==> src/rtl/car_sensor_gen.sv <==
// Car passage emulator: drives outer/inner photo-sensor outputs (a, b) through
// a three-phase enter/exit pattern, with abort and a completed-passage counter.
module car_sensor_gen #(
  parameter int DWELL_W = 8,
  parameter int CNT_W   = 16
) (
  input  logic               clk,
  input  logic               reset_n,
  input  logic               start,
  input  logic               dir,
  input  logic [DWELL_W-1:0] dwell,
  input  logic               abort,
  output logic               a,
  output logic               b,
  output logic               busy,
  output logic               done,
  output logic               aborted,
  output logic [CNT_W-1:0]   trans_cnt
);

  typedef enum logic [1:0] {
    IDLE = 2'd0,
    PH1  = 2'd1,
    PH2  = 2'd2,
    PH3  = 2'd3
  } state_t;

  state_t             state_r;
  state_t             next_ph_s;
  logic               dir_r;
  logic [DWELL_W-1:0] dwell_r;
  logic [DWELL_W-1:0] cnt_r;

  // Sensor pattern {a,b} for a phase; exit mirrors enter in PH1/PH3.
  function automatic logic [1:0] pattern(input state_t st, input logic d);
    logic [1:0] p;
    case (st)
      PH1:     p = d ? 2'b01 : 2'b10;
      PH2:     p = 2'b11;
      PH3:     p = d ? 2'b10 : 2'b01;
      default: p = 2'b00;
    endcase
    return p;
  endfunction

  // Phase that follows the current one when its dwell expires.
  always_comb begin
    next_ph_s = IDLE;
    case (state_r)
      PH1:     next_ph_s = PH2;
      PH2:     next_ph_s = PH3;
      default: next_ph_s = IDLE;
    endcase
  end

  // Passage FSM with all outputs registered alongside the state.
  always_ff @(posedge clk or negedge reset_n) begin
    if (!reset_n) begin
      state_r   <= IDLE;
      dir_r     <= 1'b0;
      dwell_r   <= {DWELL_W{1'b0}};
      cnt_r     <= {DWELL_W{1'b0}};
      a         <= 1'b0;
      b         <= 1'b0;
      busy      <= 1'b0;
      done      <= 1'b0;
      aborted   <= 1'b0;
      trans_cnt <= {CNT_W{1'b0}};
    end else begin
      done    <= 1'b0;
      aborted <= 1'b0;
      case (state_r)
        IDLE: begin
          // abort in IDLE suppresses start but produces no aborted pulse
          if (start && !abort) begin
            state_r  <= PH1;
            dir_r    <= dir;
            dwell_r  <= dwell;
            cnt_r    <= {DWELL_W{1'b0}};
            busy     <= 1'b1;
            {a, b}   <= pattern(PH1, dir);
          end else begin
            state_r  <= IDLE;
            busy     <= 1'b0;
            {a, b}   <= 2'b00;
          end
        end
        PH1, PH2, PH3: begin
          if (abort) begin
            state_r <= IDLE;
            cnt_r   <= {DWELL_W{1'b0}};
            busy    <= 1'b0;
            aborted <= 1'b1;
            {a, b}  <= 2'b00;
          end else if (cnt_r == dwell_r) begin
            cnt_r <= {DWELL_W{1'b0}};
            if (state_r == PH3) begin
              state_r   <= IDLE;
              busy      <= 1'b0;
              done      <= 1'b1;
              trans_cnt <= trans_cnt + CNT_W'(1);
              {a, b}    <= 2'b00;
            end else begin
              state_r <= next_ph_s;
              {a, b}  <= pattern(next_ph_s, dir_r);
            end
          end else begin
            cnt_r <= cnt_r + DWELL_W'(1);
          end
        end
        default: begin
          state_r <= IDLE;
          busy    <= 1'b0;
          {a, b}  <= 2'b00;
        end
      endcase
    end
  end

endmodule

==> config.mk <==
export PLATFORM = sky130hd
export DESIGN_NAME = car_sensor_gen
export DESIGN_NICKNAME = d
export VERILOG_FILES = /design/src/rtl/car_sensor_gen.sv
export SDC_FILE = /design/constraint.sdc
export NUM_CORES = 1
export LEC_CHECK = 0
export BUFFER_PORTS_ARGS = -buffer_cell sky130_fd_sc_hd__buf_2
export CORE_UTILIZATION = 30
export DETAILED_ROUTE_END_ITERATION = 12
export PLACE_DENSITY_LB_ADDON = 0.05
export SYNTH_ARGS = -nofsm -noshare
export SYNTH_HDL_FRONTEND = slang
export SYNTH_SLANG_ARGS = --single-unit
==> constraint.sdc <==
create_clock -name clk -period 2.3 [get_ports clk]
set_input_delay 0.115 -clock clk [delete_from_list [all_inputs] [get_ports clk]]
set_output_delay 0.115 -clock clk [all_outputs]
set_load 0.05 [all_outputs]
* After elaboration in Yosys (flattened, before gate mapping)
Cells that the tools add are included.
** Operators by class
- Add/sub/neg operators :: 2
- Equality and inequality tests :: 10
- Muxes and demuxes :: 35
- Bitwise operators :: 1
- Reductions and logical operators :: 7
** Operator list (number)
- 8-bit two-way mux :: 3
- 1-bit two-way mux :: 19
- 16-bit by 1-bit adder with 16-bit output, second input constant :: 1
- 8-bit one-hot mux with 2 select lines :: 1
- 2-bit two-way mux :: 6
- 8-bit by 1-bit adder with 8-bit output, second input constant :: 1
- 2-bit == test, second input constant :: 4
- 8-bit == test :: 1
- 2-bit one-hot mux with 2 select lines :: 2
- 3-bit != test, second input constant :: 2
- 1-bit one-hot mux with 2 select lines :: 3
- 2-bit one-hot mux with 3 select lines :: 1
- 2-bit by 1-bit == test with 1-bit output, second input constant :: 2
- 2-bit AND reduction :: 2
- 4-bit AND reduction :: 1
- 3-bit OR reduction :: 1
- 2-bit logical NOT :: 1
- 2-bit != test, second input constant :: 1
- 1-bit logical AND :: 1
- 1-bit logical NOT :: 1
- 1-bit inverter :: 1
** Storage, ports and cells
- Flip-flop bits (word level) :: 40
- Input bits :: 13
- Word-level logic and storage cells :: 65

* Depth between registers and ports, before layout
Gate-level depths: netlist (run 1).
- Depth after elaboration :: 8
- Mapped depth :: 7

* Worst setup path before layout (run 1)
OpenSTA, ideal clock, no wires.
- Path type :: reg-to-reg
- Start :: reg cnt_r[6]
- End :: reg trans_cnt[13]
- Setup time :: 0.141 ns
- Arrival time :: 1.785 ns
- Required time :: 2.159 ns
- Setup slack :: 0.374 ns
- Cell stages (with the launch flop) :: 6
- Path buffers :: 0
- Cell sequence :: dfrtp_1 -> xor2_1 -> or4b_4 -> nor4_4 -> nand4_1 -> xnor2_1
** On the way
- Longest elaborated chain between the ends :: 2
** RTL lines
- from (decl) :: line 32 : logic [DWELL_W-1:0] cnt_r;
- from (signal assigned) :: line 62 : cnt_r <= {DWELL_W{1'b0}};
- from (signal assigned) :: line 79 : cnt_r <= {DWELL_W{1'b0}};
- from (signal assigned) :: line 91 : cnt_r <= {DWELL_W{1'b0}};
- 8-bit == test :: line 95 : end else if (cnt_r == dwell_r) begin
- 4-bit AND reduction (no line)
- to (signal assigned) :: line 68 : trans_cnt <= {CNT_W{1'b0}};
- to (signal assigned) :: line 101 : trans_cnt <= trans_cnt + CNT_W'(1);
- to (decl) :: line 18 : output logic [CNT_W-1:0] trans_cnt
Every way passes these cells.
A chain may end at the register's enable or synchronous reset.

* Final worst setup path (run 1)
Same ends and word-level chain as after synthesis.

==> results of run 1 <==
[routing by layer]
layer | track usage (%) | vias up | part of all wire, %
met4 | 6.11 | 0 | 1.9
met1 | 16.4 | 704 | 47
met2 | 21.2 | 33 | 47
met3 | 3.98 | 6 | 4.6
met5 | 0 | - | 0
li1 | - | 730 | -
[registers in the layout (all words and copies together), names as in the netlist]
| signal | flops |
|---|---|
| done | 1 |
| dwell_r | 8 |
| dir_r | 1 |
| a | 1 |
| aborted | 1 |
| b | 1 |
| busy | 1 |
| trans_cnt | 16 |
| cnt_r | 8 |
| state_r | 2 |
[metrics by stage]
step	total power [mW]	hold slack (ns)	cell area [µm²]	setup WS (ns)	utilization (%)
after detailed placement	1.16	0.310	2240	0.254	35.4
after floorplan	1.06	-0.181	1960	0.374	-
after CTS	1.67	0.00290	2330	0.238	37.0
after global placement	1.16	0.299	2240	0.291	35.4
after global routing	1.76	0.0105	2330	0.158	37.0
final	1.65	-0.0398	2330	0.280	37.0
[cell families after synthesis]
logic type      Yosys count
compound gates           20
xor+xnor                 25
fa+ha+maj                 8
buf+inv                   9
flops                    40
mux                       2
simple gates             87
[power groups by stage]
stage          clock, mW  combinational, mW  sequential [mW]
6_report           0.506              0.324            0.817
5_1_grt            0.562              0.369            0.830
4_1_cts            0.525              0.331            0.819
3_5_place_dp           0              0.330            0.833
3_3_place_gp           0              0.323            0.832
2_1_floorplan          0              0.196            0.861
[area by class of cell]
type / instances / area (µm²)
clock buffers: 7 / 96.3
inverters: 5 / 18.8
fillers: 677 / 3980
flip-flops and latches: 40 / 1000
multi-input cells: 142 / 926
well taps: 77 / 96.3
repair buffers: 37 / 195
[placed cells by master, fill, tap and decap left out, drive strengths merged, types with 2 or more instances in the layout]
| master | Yosys | layout |
|---|---|---|
| nand2 | 43 | 43 |
| dfrtp | 40 | 40 |
| buf | 2 | 37 |
| xnor2 | 20 | 20 |
| nand3 | 10 | 10 |
| nor2 | 9 | 9 |
| ha | 8 | 8 |
| clkbuf | 2 | 7 |
| nor3 | 6 | 6 |
| o21ai | 6 | 6 |
| xor2 | 5 | 5 |
| and3 | 5 | 5 |
| inv | 5 | 5 |
| nand4 | 5 | 5 |
| and4 | 3 | 3 |
| a211o | 2 | 2 |
| a21oi | 2 | 2 |
| a21o | 2 | 2 |
| o211ai | 2 | 2 |
[path summary, 6_finish.rpt]
path | start | endpoint | slack, ns
min in group clk | dwell[6] | dwell_r[6] | 0.01
min reg2reg | trans_cnt[11] | trans_cnt[11] | 0.49
max in group asynchronous | reset_n | dwell_r[2] | 1.75
min | reset_n | trans_cnt[14] | -0.04
max reg2reg | cnt_r[6] | trans_cnt[13] | 0.28
max | cnt_r[6] | trans_cnt[13] | 0.28
[worst max-delay path: cells and delay by family, from the launching register on]
kind / cells / cell delay (ns)
flops: 1 / 0.42
xor+xnor: 2 / 0.34
simple gates: 3 / 1.15
==> flow_metrics.tcl, run 1 <==
set metrics [dict create \
    status "complete, but fails checks" \
    violations "negative hold slack" \
    synth_warnings 0 \
    fmax_ghz 0.495 \
    critical_path_class "reg -> reg" \
    grt_max_degree 41 \
    place_congestion 0.771 \
    post_cts_resized 0 \
    cpMaxStageDelayCell "or4b_4" \
    synth_most_common_cell "nand2_1" \
    hold_violations 40 \
    syn_inst 191 \
    hold_path_class "in -> async" \
    fin_tns_setup_ns 0 \
    hold_slack_ns -0.0398 \
    powerDensity_mw_per_mm2 706 \
    routed_wl_um 4070 \
    syn-mean-instance-area_um2 10.3 \
    power.share.clock_pct 30.7 \
    end_kind "flip-flop" \
    syn_nets 212 \
    rsz0062_at_grt "false" \
    cts_hold_buf 0 \
    synth-compound-area-share_pct 6.76 \
    power.leakage_nw 1.18 \
    synth_cell_type_count 38 \
    ys_ff_latch 40 \
    cts_max_level 2 \
    antenna_found_initial 0 \
    swShare_pct 30.2 \
    synth_top_area_share_pct 51.0 \
    clkTransAtPathRegs_ns 0.07 \
    grt_pass1_wl_um 7200 \
    arrival_ns 2.20 \
    postSynth.asyncResetShare_pct 100 \
    p_seq_share_pct 49.6 \
    synth_commonest_cells "nand2_1, dfrtp_1, xnor2_1" \
    hpwl_um 3010 \
    synth_area_leaders "dfrtp_1, xnor2_1, nand2_1" \
    vias 1473 \
    via_per_inst 4.78 \
    placed_cells 301 \
    switching_power_mw 0.498 \
    die_area_mm2 0.00687 \
    post_cts_buffers 0 \
    fin_crit_ns 2.02 \
    syn_to_final_growth_pct 18.9 \
    grt_usage_pct 13.2 \
    synth_area_leader_cell "dfrtp_1" \
    routedWlPerCell_um 13.2 \
    synth_top_family_by_area "simple AND/OR/NAND/NOR gates" \
    synth_enable_flop_cells 0 \
    stdcell_count 308 \
    worst_pin_slew_ns 0.938 \
    drt_pre_antenna_iters 4 \
    diodes 0 \
    synth_ff_type "dfrtp_1" \
    p_int_mw 1.15 \
    ir_drop_uv 227 \
    tritoncts.num_buffers 5 \
    p_comb_share_pct 19.7 \
    nets 252 \
    start_util_pct 31.1 \
    reg2regPathDepth 5 \
    drc 0 \
    setup_viol 0 \
    fin_crit_sh_pct 87.8 \
    grt.overflow.total 0 \
    syn_area_mm2 0.00196 \
    io_pins 34 \
    cts_sinks 40 \
    synthAdderAreaFrac_pct 5.10 \
    cp_max_fo 7 \
    port-buffer-count 33 \
    cts_tree "done" \
    drtIter0Drc 35 \
    synthXorXnorAreaFrac_pct 11.2 \
    cp.required_ns 2.48 \
    finClkSkew_ns 0.00373 \
    yosysSeqAreaShare_pct 51.0 \
    worstSetupStartpointType "flip-flop" \
    insertion_delay_ns 0.29 \
    grt_pass1_vias 1502 \
    num_rows 29 \
    worstPathCellList "xor2_1 > or4b_4 > nor4_4 > nand4_1 > xnor2_1" \
    clockRootBuffer "clkbuf_8" \
    clockBufferDepth 2 \
    max_stage_delay_ns 0.56 \
    drive_above_1_share_pct 21.6 \
    core_mm2 0.00631 \
    slew_headroom_pct 37.5 \
    drtAntennaViolNets 0 \
    fp.dieW_um 82.9 \
    dieHeight_um 82.9 \
    slew_violations 0 \
    synth_mux_area_share_pct 1.08 \
    synthSimpleGateAreaFrac_pct 23.1 \
    maxCapViolations 0 \
]
Power figures use the tool's default switching activity.
==> inputs of run 2 (changes only) <==
- ABC_AREA: not set -> 1
==> flow_metrics.tcl, run 2 <==
set metrics [dict create \
    hold_path_class "in -> reg" \
    drc 0 \
    final_cell_area_mm2 0.00268 \
    synth_cell_type_count 27 \
    cp.required_ns 2.45 \
    syn_inst 310 \
    postSynth.asyncResetShare_pct 100 \
    synth_most_common_cell "nand2_1" \
    finClkSkew_ns 0.0101 \
    ir_drop_uv 195 \
    layout_common_cells "nand2_1, dfrtp_1, inv_1" \
    synth_ff_type "dfrtp_1" \
    fin_crit_sh_pct 76.1 \
    drtIter0Drc 73 \
    arrival_ns 1.90 \
    clockBufferDepth 2 \
    synth_top_area_share_pct 43.2 \
    maxCapViolations 0 \
    insertion_delay_ns 0.29 \
    ys_ff_latch 40 \
    end_kind "flip-flop" \
    port-buffer-count 33 \
    num_rows 31 \
    synth_warnings 0 \
    fin_crit_ns 1.75 \
    top_regs "trans_cnt x16, cnt_r x8, dwell_r x8" \
    syn_area_mm2 0.00231 \
    synth_area_leader_cell "dfrtp_1" \
    dpl-instance-area_mm2 0.00258 \
    slew_headroom_pct 68.3 \
    via_per_inst 4.51 \
    antenna_found_initial 0 \
    post_cts_buffers 0 \
    syn-mean-instance-area_um2 7.47 \
    start_util_pct 31.4 \
    nets 370 \
    dieHeight_um 89.8 \
    clockRootBuffer "clkbuf_8" \
    fmax_ghz 0.572 \
    cts_sinks 40 \
    powerDensity_mw_per_mm2 554 \
    worst_pin_slew_ns 0.475 \
    grt_max_degree 29 \
    syn_to_final_growth_pct 15.9 \
    rsz0062_at_grt "false" \
    synth_commonest_cells "nand2_1, dfrtp_1, inv_1" \
    diodes 0 \
    grt_pass1_wl_um 9270 \
    largest_reg_flops 16 \
    fp.dieW_um 89.8 \
    die_area_mm2 0.00807 \
    status "completed" \
    tritoncts.num_buffers 5 \
    final_common_cell "nand2_1" \
    io_pins 34 \
    reg2reg_setup_slack_ns 0.55 \
    grt_usage_pct 14.3 \
    cp_max_fo 16 \
    cts_max_level 2 \
    drive_above_1_share_pct 16.9 \
    routedWlPerCell_um 11.9 \
    worstSetupStartpointType "flip-flop" \
    regMostFlops "trans_cnt" \
    place_congestion 0.760 \
    setup_viol 0 \
    yosysSeqAreaShare_pct 43.2 \
    clkTransAtPathRegs_ns 0.08 \
    routed_wl_um 5330 \
    fin_tns_setup_ns 0 \
    critical_path_class "reg -> reg" \
    grt_pass1_vias 1918 \
    drt_pre_antenna_iters 4 \
    drtAntennaViolNets 0 \
    synth_area_leaders "dfrtp_1, nand2_1, inv_1" \
    hold_violations 0 \
    hpwl_um 3850 \
    vias 2023 \
    synth_enable_flop_cells 0 \
    nFillCells 847 \
    cts_tree "done" \
    syn_nets 331 \
    slew_violations 0 \
    grt.overflow.total 0 \
    power.leakage_nw 1.40 \
    core_mm2 0.00737 \
]
-- run 2: path summary, 6_finish.rpt --
check / startpoint / end / cells past startpoint
max in group asynchronous: reset_n / cnt_r[2] / 3
worst max-delay path: state_r[0] / dwell_r[2] / 5
min in group asynchronous: reset_n / trans_cnt[15] / 2
worst min register to register: busy / busy / 2
worst max register to register: state_r[0] / dwell_r[2] / 5
worst min-delay path: dwell[1] / dwell_r[1] / 3
-- run 2: critical path, stage by stage (launching register included) --
cell     delay [ns]
dfrtp_1        0.42
inv_1          0.14
ha_1           0.23
nand3_1        0.23
inv_1          0.44
o21ai_0        0.15
-- run 2: timing repair --
action / CTS / global route
hold endpoints to repair: 15 / 0
resized for setup: 0 / 0
hold buffers: 1 / 0
-- run 2: area by class of cell --
class	count	area (µm²)	share of cell area [%]
inverters	45	169	6.30
multi-input cells	219	1090	40.8
flip-flops and latches	40	1000	37.3
clock buffers	8	90.1	3.36
repair buffers	38	205	7.65
well taps	99	124	4.62
-- run 2: stage by stage --
| stage | utilization [%] | setup slack (ns) | power, mW | cells | hold slack, ns |
|---|---|---|---|---|---|
| 3_3_place_gp | 35.0 | 0.504 | 1.01 | 440 | 0.0796 |
| 6_report | 36.4 | 0.550 | 1.49 | 449 | 0.0331 |
| 5_1_grt | 36.4 | 0.263 | 1.57 | 449 | 0.0383 |
| 2_1_floorplan | - | 0.477 | 0.936 | 310 | -0.181 |
| 4_1_cts | 36.4 | 0.502 | 1.51 | 449 | 0.0296 |
| 3_5_place_dp | 35.0 | 0.512 | 1.01 | 440 | 0.0819 |
-- run 2: kinds of logic after synthesis --
family / share of synthesized area (%)
AOI/OAI and AO/OA: 5.51
xor gates and xnor gates: 3.03
adders and majority gates: 4.32
buffers and inverters: 9.51
DFF: 43.2
and+or+nand+nor: 34.4
-- run 2: where the power goes --
group / switching, mW / total, mW / internal [mW] / leakage (nW)
Sequential: 0.0289 / 0.770 / 0.741 / 0.540
Combinational: 0.150 / 0.221 / 0.0706 / 0.819
Clock: 0.250 / 0.495 / 0.245 / 0.0455
Total: 0.429 / 1.49 / 1.06 / 1.40
-- run 2: metal layers --
| metal | up-vias | GRT usage (%) | wire length, µm |
|---|---|---|---|
| met3 | 5 | 3.13 | 170 |
| li1 | 1061 | - | - |
| met5 | - | 0 | 0 |
| met1 | 928 | 19.9 | 2710 |
| met2 | 29 | 22.0 | 2380 |
| met4 | 0 | 4.51 | 68 |
==> inputs of run 3 (changes only) <==
- clock period: 2.3 -> 1.8 ns (I/O delays scaled with it)
==> flow_metrics.tcl, run 3 (synthesized netlist as in run 2, its figures left out) <==
set metrics [dict create \
    power.leakage_nw 1.45 \
    grt.overflow.total 0 \
    fin_crit_sh_pct 89.5 \
    cts_sinks 40 \
    grt_max_degree 23 \
    grt_usage_pct 14.5 \
    setup_viol 0 \
    num_rows 31 \
    fmax_ghz 0.621 \
    grt_pass1_vias 2025 \
    timing.rr.start "cnt_r[4]" \
    arrival_ns 1.78 \
    slew_headroom_pct 65.6 \
    dieHeight_um 89.8 \
    core_mm2 0.00737 \
    hold_depth 3 \
    vias 2048 \
    cts_max_level 2 \
    cp.required_ns 1.97 \
    post_cts_buffers 0 \
    hold_violations 0 \
    die_area_mm2 0.00807 \
    hpwl_um 4020 \
    drtIter0Drc 88 \
    tritoncts.num_buffers 5 \
    drt_pre_antenna_iters 4 \
    status "completed" \
    routed_wl_um 5350 \
    final_common_cell "nand2_1" \
    placed_cells 449 \
    clockRootBuffer "clkbuf_8" \
    cp_max_fo 7 \
    multiInputGateArea_mm2 0.00110 \
    cp-startpoint "cnt_r[4]" \
    antenna_found_initial 0 \
    routedWlPerCell_um 11.7 \
    ir_drop_uv 327 \
    insertion_delay_ns 0.29 \
    path_common_cell "nand2_1" \
    fin_tns_setup_ns 0 \
    start_util_pct 31.4 \
    port-buffer-count 33 \
    slew_violations 0 \
    regMostFlops "trans_cnt" \
    stdcell_count 459 \
    finClkSkew_ns 0.00653 \
    worstSetupStartpointType "flip-flop" \
    clockBufferDepth 2 \
    clkTransAtPathRegs_ns 0.07 \
    max_stage_delay_ns 0.44 \
    diodes 0 \
    fp.dieW_um 89.8 \
    grt_pass1_wl_um 9450 \
    end_kind "flip-flop" \
    layout_common_cells "nand2_1, dfrtp_1, inv_1" \
    drive_above_1_share_pct 20.0 \
    rsz0062_at_grt "false" \
    register_area_mm2 0.00100 \
    syn_to_final_growth_pct 21.2 \
    hold_slack_ns 0.0123 \
    utilization_pct 38.1 \
    worstPathCellList "inv_1 > nand2_1 > nand2_1 > nand2_1 > nor2_1 > nand2_2 > nand2_1 > buf_4 > o22ai_1" \
    largest_reg_flops 16 \
    reg2regPathDepth 9 \
    fin_crit_ns 1.61 \
    drc 0 \
    cpMaxStageDelayCell "dfrtp_1" \
    critical_path_class "reg -> reg" \
    io_pins 34 \
    hp-start "dwell[7]" \
    power_mw 1.91 \
    top_regs "trans_cnt x16, cnt_r x8, dwell_r x8" \
    place_congestion 0.783 \
    via_per_inst 4.46 \
    maxCapViolations 0 \
    nFillCells 809 \
    worst_pin_slew_ns 0.516 \
    drtAntennaViolNets 0 \
    powerDensity_mw_per_mm2 680 \
    nets 380 \
    hold_path_class "in -> reg" \
    cts_tree "done" \
]
## run 3: power by group
part / leakage (nW) / switching [mW] / total, mW / internal, mW
Combinational: 0.872 / 0.194 / 0.300 / 0.106
Clock: 0.0455 / 0.311 / 0.624 / 0.313
Sequential: 0.537 / 0.0379 / 0.985 / 0.947
## run 3: worst max-delay path, delay by kind of cell (launching register included)
kind | cells | cell delay, ns
DFF | 1 | 0.44
and+or+nand+nor | 6 | 0.69
buffers and inverters | 2 | 0.30
AOI/OAI and AO/OA | 1 | 0.07
## run 3: metal layers
layer  vias to the layer above  GRT usage, %  part of all wire (%)  wire (µm)
met3                         7          3.21                   2.6        139
met2                        33          23.6                    46       2450
met4                         0          4.64                   1.3         70
met1                       925          19.1                    50       2690
li1                       1083             -                     -          -
met5                         -             0                     0          0
## run 3: final cells by class
type                       instances  area share [%]
tap                               99            4.41
inverter                          45            6.15
clock buffer                       8            3.21
multi-input combinational        219            39.1
sequential                        40            35.8
timing repair buffer              48            11.4
## run 3: stage by stage
| stage | worst slack, ns | cell area (µm²) |
|---|---|---|
| 2_1_floorplan | 0.147 | 2320 |
| 3_3_place_gp | 0.158 | 2690 |
| 3_5_place_dp | 0.179 | 2690 |
| 4_1_cts | 0.156 | 2800 |
| 5_1_grt | 0.0193 | 2810 |
| 6_report | 0.189 | 2810 |
## run 3: final timing paths
path | end | slack [ns]
max in group asynchronous | trans_cnt[1] | 0.99
hold / removal | dwell_r[7] | 0.01
setup / recovery | cnt_r[6] | 0.19
setup reg to reg | cnt_r[6] | 0.19
hold reg to reg | busy | 0.48
min in group asynchronous | trans_cnt[6] | 0.30
## run 3: what timing repair did
| action | 4_1_cts | 5_1_grt |
|---|---|---|
| setup endpoints to repair | 0 | 4 |
| hold buffers | 2 | 0 |
| endpoints found under the hold margin | 20 | 0 |
| gates resized for setup | 0 | 2 |
